[src/rtl/cpu_pkg.sv]
// Shared encodings for the CPU run controller: FSM states,
// host control bits, halt causes and status word layout.
package cpu_pkg;

  typedef enum logic [2:0] {
    ST_IDLE   = 3'd0,
    ST_RUN    = 3'd1,
    ST_STEP   = 3'd2,
    ST_HALTED = 3'd3,
    ST_SRESET = 3'd4
  } cpu_state_e;

  typedef enum logic [2:0] {
    CAUSE_NONE   = 3'd0,
    CAUSE_HALT   = 3'd1,
    CAUSE_EBREAK = 3'd2,
    CAUSE_BP     = 3'd3,
    CAUSE_STEP   = 3'd4
  } halt_cause_e;

  localparam int CTRL_W       = 5;
  localparam int CTRL_RUN     = 0;
  localparam int CTRL_STEP    = 1;
  localparam int CTRL_HALT    = 2;
  localparam int CTRL_SOFTRST = 3;
  localparam int CTRL_BP_EN   = 4;

  localparam int STS_RUNNING  = 0;
  localparam int STS_HALTED   = 1;
  localparam int STS_STATE    = 2;
  localparam int STS_CAUSE    = 5;
  localparam int STS_PCWE_REJ = 8;
  localparam int STS_RETIRE   = 9;
  localparam int RETIRE_W     = 23;

endpackage

[src/rtl/ctrl_edge_det.sv]
// Registers the host control vector and flags
// per-bit rising and falling edges against it.
module ctrl_edge_det #(
  parameter int W = 5
) (
  input  logic         clk,
  input  logic         rst,
  input  logic [W-1:0] d,
  output logic [W-1:0] rise,
  output logic [W-1:0] fall
);

  logic [W-1:0] q;

  always_ff @(posedge clk or posedge rst) begin
    if (rst) q <= '0;
    else     q <= d;
  end

  assign rise = d & ~q;
  assign fall = ~d & q;

endmodule

[src/rtl/cpu_run_ctrl.sv]
// Run/step/halt controller for the core: command FSM,
// soft-reset sequencing, PC-write gating and counters.
import cpu_pkg::*;

module cpu_run_ctrl #(
  parameter int RST_CYCLES = 4
) (
  input  logic        clk,
  input  logic        rst,
  input  logic [31:0] cpu_ctrl,
  input  logic [31:0] bp_addr,
  input  logic [31:0] pc,
  input  logic        instr_retire,
  input  logic        ebreak_retire,
  input  logic        axi_pc_we,
  output logic        core_en,
  output logic        core_soft_rst,
  output logic        pc_load,
  output logic        cpu_running,
  output logic        cpu_halted,
  output logic [2:0]  cpu_state,
  output logic [31:0] cpu_status,
  output logic [31:0] cycle_count
);

  cpu_state_e          state, state_n;
  halt_cause_e         cause, cause_n;
  logic [CTRL_W-1:0]   rise, fall;
  logic                prev_run, bp_hit, halt_rise, ebrk;
  logic                pcwe_rej, clr;
  logic [7:0]          sr_cnt;
  logic [RETIRE_W-1:0] retire_cnt;
  logic                unused_ok;

  ctrl_edge_det #(.W(CTRL_W)) u_edge (
    .clk  (clk),
    .rst  (rst),
    .d    (cpu_ctrl[CTRL_W-1:0]),
    .rise (rise),
    .fall (fall)
  );

  assign unused_ok = ^{cpu_ctrl[31:CTRL_W], fall[CTRL_W-1:1],
                       rise[CTRL_BP_EN]};

  assign halt_rise = rise[CTRL_HALT];
  assign ebrk      = instr_retire & ebreak_retire;
  // prev_run masks the first RUN cycle so resuming at a breakpoint PC proceeds
  assign bp_hit    = (state == ST_RUN) & prev_run &
                     cpu_ctrl[CTRL_BP_EN] & (pc == bp_addr);

  assign cpu_running   = (state == ST_RUN) | (state == ST_STEP);
  assign cpu_halted    = (state == ST_HALTED);
  assign core_en       = cpu_running & ~bp_hit & ~halt_rise;
  assign core_soft_rst = (state == ST_SRESET);
  assign pc_load       = axi_pc_we &
                         ((state == ST_IDLE) | (state == ST_HALTED));
  assign cpu_state     = state;

  always_comb begin
    state_n = state;
    cause_n = cause;
    if (rise[CTRL_SOFTRST]) begin
      state_n = ST_SRESET;
    end else begin
      case (state)
        ST_IDLE, ST_HALTED: begin
          if (rise[CTRL_RUN])       state_n = ST_RUN;
          else if (rise[CTRL_STEP]) state_n = ST_STEP;
        end
        ST_RUN: begin
          if (halt_rise) begin
            state_n = ST_HALTED;
            cause_n = CAUSE_HALT;
          end else if (ebrk) begin
            state_n = ST_HALTED;
            cause_n = CAUSE_EBREAK;
          end else if (bp_hit) begin
            state_n = ST_HALTED;
            cause_n = CAUSE_BP;
          end else if (fall[CTRL_RUN]) begin
            state_n = ST_IDLE;
          end
        end
        ST_STEP: begin
          if (halt_rise) begin
            state_n = ST_HALTED;
            cause_n = CAUSE_HALT;
          end else if (instr_retire) begin
            state_n = ST_HALTED;
            cause_n = ebreak_retire ? CAUSE_EBREAK : CAUSE_STEP;
          end
        end
        ST_SRESET: begin
          if (sr_cnt == 8'(RST_CYCLES - 1)) state_n = ST_IDLE;
        end
        default: state_n = ST_IDLE;
      endcase
    end
    if ((state_n == ST_RUN || state_n == ST_STEP) && state_n != state)
      cause_n = CAUSE_NONE;
    if (clr) cause_n = CAUSE_NONE;
  end

  assign clr = (state == ST_SRESET) | (state_n == ST_SRESET);

  always_ff @(posedge clk or posedge rst) begin
    if (rst) begin
      state       <= ST_IDLE;
      cause       <= CAUSE_NONE;
      prev_run    <= 1'b0;
      sr_cnt      <= '0;
      cycle_count <= '0;
      retire_cnt  <= '0;
      pcwe_rej    <= 1'b0;
    end else begin
      state    <= state_n;
      cause    <= cause_n;
      prev_run <= (state == ST_RUN);
      if (rise[CTRL_SOFTRST])    sr_cnt <= '0;
      else if (state == ST_SRESET) sr_cnt <= sr_cnt + 8'd1;
      if (clr) begin
        cycle_count <= '0;
        retire_cnt  <= '0;
        pcwe_rej    <= 1'b0;
      end else begin
        if (core_en) cycle_count <= cycle_count + 32'd1;
        if (core_en && instr_retire) retire_cnt <= retire_cnt + 1'b1;
        if (axi_pc_we && !pc_load) pcwe_rej <= 1'b1;
      end
    end
  end

  always_comb begin
    cpu_status = '0;
    cpu_status[STS_RUNNING]         = cpu_running;
    cpu_status[STS_HALTED]          = cpu_halted;
    cpu_status[STS_STATE +: 3]      = state;
    cpu_status[STS_CAUSE +: 3]      = cause;
    cpu_status[STS_PCWE_REJ]        = pcwe_rej;
    cpu_status[STS_RETIRE +: RETIRE_W] = retire_cnt;
  end

endmodule

[config.mk]
export PLATFORM = sky130hd
export DESIGN_NAME = cpu_run_ctrl
export DESIGN_NICKNAME = d
export VERILOG_FILES = /design/src/rtl/cpu_pkg.sv /design/src/rtl/ctrl_edge_det.sv /design/src/rtl/cpu_run_ctrl.sv
export SDC_FILE = /design/constraint.sdc
export NUM_CORES = 1
export LEC_CHECK = 0
export CAP_MARGIN = 30
export CORE_ASPECT_RATIO = 0.8
export CORE_UTILIZATION = 45
export CTS_CLUSTER_DIAMETER = 30
export CTS_CLUSTER_SIZE = 28
export DETAILED_ROUTE_END_ITERATION = 16
export PLACE_DENSITY = 0.84
export SLEW_MARGIN = 10
export SYNTH_ARGS = -nofsm -noshare
export SYNTH_HDL_FRONTEND = slang
export SYNTH_SLANG_ARGS = --single-unit
[constraint.sdc]
create_clock -name clk -period 3.1 [get_ports clk]
set_input_delay 0.62 -clock clk [delete_from_list [all_inputs] [get_ports clk]]
set_output_delay 0.62 -clock clk [all_outputs]
set_load 0.1 [all_outputs]
* Yosys cells after proc, flatten, opt, wreduce, memory -nomap -nowiden
Cells that the tools add are included.
** Storage, ports and cells
- Input bits :: 101
- Output and inout bits :: 72
- Register bits :: 75
** Cells by class
- Mux-type cells :: 29
- Reduce and logical (&&, ||, !) cells :: 13
- Bitwise gates (word level) :: 16
- $add $sub $neg :: 3
- Equality and inequality tests :: 13
** Operator list (number)
- $mux W32 :: 2
- $mux W3 :: 19
- $mux W23 :: 2
- $add A32 B1 Y32 const B :: 1
- $eq A32 B32 Y1 :: 1
- $add A23 B1 Y23 const B :: 1
- $mux W8 :: 2
- $pmux W3 S4 :: 1
- $eq A3 B2 Y1 const B :: 3
- $add A8 B1 Y8 const B :: 1
- $and A1 B1 Y1 :: 8
- $eq A8 B2 Y1 const B :: 1
- $reduce_bool A2 Y1 :: 4
- $eq A3 B1 Y1 const B :: 2
- $eq A3 B3 Y1 const B :: 2
- $ne A6 B5 Y1 const B :: 1
- $pmux W3 S2 :: 1
- $ne A5 B4 Y1 const B :: 1
- $and A4 B4 Y4 :: 1
- $not A4 Y4 :: 1
- $reduce_and A4 Y1 :: 1
- $reduce_bool A4 Y1 :: 1
- $logic_and A1 B1 Y1 :: 3
- $logic_not A3 Y1 :: 1
- other kinds (8) :: 13

* Depth between registers and ports, before layout
- Depth after elaboration :: 14
- Gate-level depth with buffers :: 12
- Gate-level depth less buffers :: 8

* Cells and area by module
From an unflattened synthesis, not the netlist that was laid out.
** Second synthesis, totals
- Cell total of the unflattened synthesis :: 530
- Area total of the unflattened synthesis :: 4972.3 um^2
** Modules (own cells, without submodules)
- cpu_run_ctrl :: times used 1, area an instance 4755.8 um^2, cells an instance 514
- ctrl_edge_det :: times used 1, area an instance 216.5 um^2, cells an instance 16

* Least setup slack after synthesis
Ideal clock, no wire load.
- Path type :: register to output
- From :: reg state[0], in the netlist cpu_state[0]
- To :: out pc_load
- Buffers on the path :: 1
- Data arrival time :: 3619 ps
- Setup slack :: -1139 ps
- Stages on the path, launching flop included :: 4
- Cells stage by stage :: dfrtp_1 > clkbuf_1 > xor2_1 > nor3b_1
** On the way
- Word-level cells in the longest chain between the ends :: 3
- Elaborated cells between the ends (all ways) :: 4
- Those cells by class :: eq/ne (1); bitwise (2); reduce/logical (1)
** RTL lines
- start: declaration :: RTL line cpu_run_ctrl.sv:26 : cpu_state_e state, state_n;
- start signal: assignment :: RTL line cpu_run_ctrl.sv:117 : state <= state_n;
- $eq A3 B2 Y1 or $logic_not A3 Y1 (tied branches) :: RTL line cpu_run_ctrl.sv:57 : ((state == ST_IDLE) | (state == ST_HALTED));
- $or A1 B1 Y1 (*) :: RTL line cpu_run_ctrl.sv:57
- $and A1 B1 Y1 (*) :: RTL line cpu_run_ctrl.sv:56 : assign pc_load = axi_pc_we &
- end: declaration :: RTL line cpu_run_ctrl.sv:18 : output logic pc_load,
Mark *: on every way between the ends. The rest lies on a longest branch, timed or not.

* Final worst setup path
- From :: in bp_addr[27]
- To :: out core_en
** On the way
- Word-level cells in the longest chain between the ends :: 5
** RTL lines
- start: declaration :: RTL line cpu_run_ctrl.sv:11 : input logic [31:0] bp_addr,
- $eq A32 B32 Y1 :: RTL line cpu_run_ctrl.sv:50 : cpu_ctrl[CTRL_BP_EN] & (pc == bp_addr);
- $and A1 B1 Y1 :: RTL line cpu_run_ctrl.sv:50
- $not A1 Y1 :: RTL line cpu_run_ctrl.sv:54 : assign core_en = cpu_running & ~bp_hit & ~halt_rise;
- $and A1 B1 Y1 (2 in series) :: RTL line cpu_run_ctrl.sv:54
- end: declaration :: RTL line cpu_run_ctrl.sv:16 : output logic core_en,
No other way between the ends.

==> Implementation_results.wiki <==
{| class="wikitable"
! Metric !! Value
|-
| Critical path type || in2out
|-
| Worst hold path cell count || 2
|-
| Power density cells || between 500 and 600 mW/mm2
|-
| Post-synthesis instance total || 510
|-
| Hold EP || sr_cnt[6]$_DFFE_PP0P_
|-
| Fraction of synthesized cell area taken by the top area cell type || 0.4147
|-
| Number of remaining DRC errors || 0
|-
| Signal arrival time at the worst endpoint || about 2.5 ns
|-
| Data required time of the critical path || 2.48 ns
|-
| Via count || about 4600
|-
| Via density per instance || 5.656
|-
| Critical path launch point type || input pin
|-
| Setup Total Neg Slack || 0 ns
|-
| Routed wire per std cell || roughly 16 um
|-
| Headroom to the max-slew limit || 0.5565
|-
| Final Worst Setup Slack || 0.008103 ns
|-
| Max Cap Viol || 0
|-
| Most used cells in the layout excluding fill and tap cells || sky130_fd_sc_hd__buf_4, sky130_fd_sc_hd__dfrtp_1, sky130_fd_sc_hd__clkdlybuf4s50_1
|-
| Filler Cell Count || between 700 and 800
|-
| Slew Viols, Final || 0
|-
| Portion of the clock cycle consumed by the worst path in the final layout || 0.9974
|-
| Number of different library cells in the post-synthesis netlist || between 40 and 50
|-
| Commonest non-fill, non-tap cell in the layout || sky130_fd_sc_hd__buf_4
|-
| Measured slew at the worst slew-check pin || between 0.6 and 0.7 ns
|-
| Maximum buffer depth of the clock tree || 2
|-
| Met3 wirelength from detailed routing || roughly 570 um
|-
| Number of sinks driven by the clock tree || 75
|-
| Leakage power figure || approximately 2.7 nW
|-
| GRT overflow || 0
|-
| Clock root buffer master || sky130_fd_sc_hd__clkbuf_16
|-
| Critical path capture point type || output pin
|-
| Clk pin slew, worst setup/hold paths || ~0.050 ns
|-
| Setup violators final || 0
|-
| Largest net degree at the start of global routing || 49
|-
| Diode count || 0
|-
| Antenna violations before repair || 0
|-
| Worst-Skew Late Latency || approximately 0.34 ns
|-
| Overall Global Routing Usage || 0.2552
|-
| Final Total Pwr || ~3.4 mW
|-
| Cell taking the most area after synthesis || sky130_fd_sc_hd__dfrtp_1
|-
| Ratio of cells with drive above 1 in the final layout || 0.2270
|-
| Peak VDD IR || ~0.65 mV
|-
| Final number of hold-violating endpoints || 0
|-
| Starting DRT DRC Count || a little under 300
|-
| Setup slack on the worst flop-to-flop path || approximately 0.24 ns
|-
| Max FO, Critical Path || 2
|-
| Hold-fix buffers at CTS || 0
|-
| Area growth from synthesis to layout || 44.15%
|-
| Post-DP HPWL || about 9.6 mm
|-
| Router iterations before antenna repair || 5
|-
| Wl on met1 || between 5 and 6 mm
|-
| Number of warnings reported in the yosys synthesis log || 0
|-
| Sequential share of the synthesized area || 0.4147
|-
| Met2 WL post-DR || ~6.6 mm
|-
| Worst slack on hold paths || ~0.57 ns
|-
| Outcome || complete, no violations
|-
| Final period demand of the worst path || approximately 3.1 ns
|-
| RR Endpoint || cycle_count[14]$_DFFE_PP0P_
|-
| Count of buffers inserted at the top-level ports || about 150
|-
| Starting density of the core || 0.4671
|-
| Number of cell rows || 32
|-
| X dimension of the die || between 100 and 150 um
|-
| Number of clock buffers inserted by TritonCTS || 9
|-
| Number of flip-flops and latches in the synthesized netlist || 75
|-
| First-pass GRT wire length || 21.17 mm
|-
| Total standard cell area after synthesis || between 0.004 and 0.005 mm2
|-
| Max Fclk || approximately 320 MHz
|-
| Routability congestion estimate from global placement || 0.8965
|-
| Classification of the worst-slack hold path || reg2reg
|-
| Die outline area || around 0.010 mm2
|-
| Post-route clock skew || between 0.006 and 0.007 ns
|-
| Antenna Nets Post-Route || 0
|-
| H-Tree Depth || 3
|-
| Setup repair after global routing missed its margin || true
|-
| Die extent in y || between 90 and 100 um
|-
| Synthesized netlist net count || between 600 and 700
|-
| Mean cell area of the mapped netlist || 8.874 um2
|-
| Vias in the first global route || 4307
|-
| Hold wc startpoint || sr_cnt[6]$_DFFE_PP0P_
|-
| Startpoint of the worst-slack reg-to-reg timing path || cpu_state[2]$_DFF_PP0_
|-
| Place WS || -0.3757 ns
|-
| Overall routed net length || 13.36 mm
|-
| Highest metal used || met4
|-
| Num ports || ~170
|-
| Clock tree from TritonCTS || done
|-
| Cell depth of the worst flop-to-flop path || 7
|-
| Core area || between 0.009 and 0.01 mm2
|-
| Final net count || ~770
|-
| Most area-consuming cells after synthesis || sky130_fd_sc_hd__dfrtp_1, sky130_fd_sc_hd__xnor2_1, sky130_fd_sc_hd__xor2_1
|}
[sequential cells by signal, summed over array words and instances (netlist names)]
name	count
cause	3
cpu_state	3
cycle_count	32
pcwe_rej	1
prev_run	1
retire_cnt	23
sr_cnt	8
u_edge.q	4
[worst max path at each step]
stage                                    from                         end  slack (ns)  depth (start not counted)
finish                            bp_addr[27]                     core_en       0.008                          8
floorplan           retire_cnt[3]$_DFFE_PP0P_  retire_cnt[20]$_DFFE_PP0P_        0.06                          8
detailed placement                bp_addr[21]                     core_en       -0.38                          8
global route                       bp_addr[3]                     core_en       -0.05                          8
CTS                               bp_addr[13]                     core_en       0.003                          8
global placement                  bp_addr[14]                     core_en       -0.30                          8
[kinds of logic (layout without fill, tap and decap cells)]
| kind of cell | after synthesis | count (layout) | synth area share |
|---|---|---|---|
| xor gates and xnor gates | 62 | 62 | 0.1200 |
| buffers and inverters | 45 | 208 | 0.05059 |
| and+or+nand+nor | 239 | 240 | 0.2895 |
| DFF | 75 | 75 | 0.4147 |
| AOI/OAI and AO/OA | 82 | 82 | 0.1081 |
| adders and majority gates | 3 | 3 | 0.008295 |
| muxes | 4 | 4 | 0.008847 |
[final cells by class]
cell class / count / area (um2) / share of cell area
multi-input combinational: 391 / 2529 / 0.3876
sequential: 75 / 1881 / 0.2883
timing repair buffer: 178 / 1558 / 0.2388
clock buffer: 12 / 256.5 / 0.03932
tap: 136 / 170.2 / 0.02608
clock inverter: 4 / 72.57 / 0.01112
inverter: 14 / 57.56 / 0.008822
[critical path, stage by stage]
cell and delay (ns):
sky130_fd_sc_hd__dlygate4sd2_1 0.27, sky130_fd_sc_hd__xor2_2 0.19, sky130_fd_sc_hd__or4_4 0.54, sky130_fd_sc_hd__nor3_4 0.21, sky130_fd_sc_hd__nand4_1 0.18, sky130_fd_sc_hd__nand3_2 0.16, sky130_fd_sc_hd__clkinvlp_4 0.13, sky130_fd_sc_hd__buf_12 0.18
[layer usage]
| metal | global-route usage | vias to the layer above |
|---|---|---|
| met5 | 0 | - |
| met4 | 0.07468 | 0 |
| met3 | 0.04494 | 22 |
| met2 | 0.4253 | 131 |
| met1 | 0.3400 | 2276 |
| li1 | - | 2152 |
[cell usage after synthesis (all sizes together)]
cell type and number:
ha 3, a311oi 1, or3b 2, nor3 14
or4 20, nand2b 3, nor2b 4, o211a 2
nor2 46, nor4 14, nand4b 2, nor4b 4
or4b 1, a21o 1, or3 21, nor3b 3
and3 3, a21oi 35, o221a 1, o31ai 12
dfrtp 75, and4 3, mux2i 4, xnor2 38
nand3 22, clkbuf 15, nand3b 3, a211oi 2
a32oi 1, a22oi 2, and4b 1, buf 16
o21ai 22, and2 4, nand2 41, o211ai 3
clkinv 1, or2 6, nand4 22, xor2 24
inv 13
[metrics by stage]
| stage | cells | util | instance area [um2] |
|---|---|---|---|
| detailed placement | 786 | 0.6251 | 6057 |
| floorplan | 510 | - | 4547 |
| global placement | 786 | 0.6251 | 6057 |
| CTS | 804 | 0.6624 | 6419 |
| finish | 810 | 0.6733 | 6524 |
| global route | 810 | 0.6733 | 6524 |
[power by group]
| group | internal [mW] | leakage, nW | switching [mW] | total [mW] |
|---|---|---|---|---|
| clock | 0.747 | 0.159 | 0.401 | 1.15 |
| sequential | 1.03 | 1.03 | 0.0356 | 1.06 |
| combinational | 0.360 | 1.53 | 0.876 | 1.24 |
[timing repair]
item                                    CTS  global route
gates resized for setup                  26            16
buffers inserted                          2             4
cloned                                    0             2
pin swaps                                16             8
endpoints found under the setup margin    1            42
Note: power is estimated with default switching activity, not from simulation.
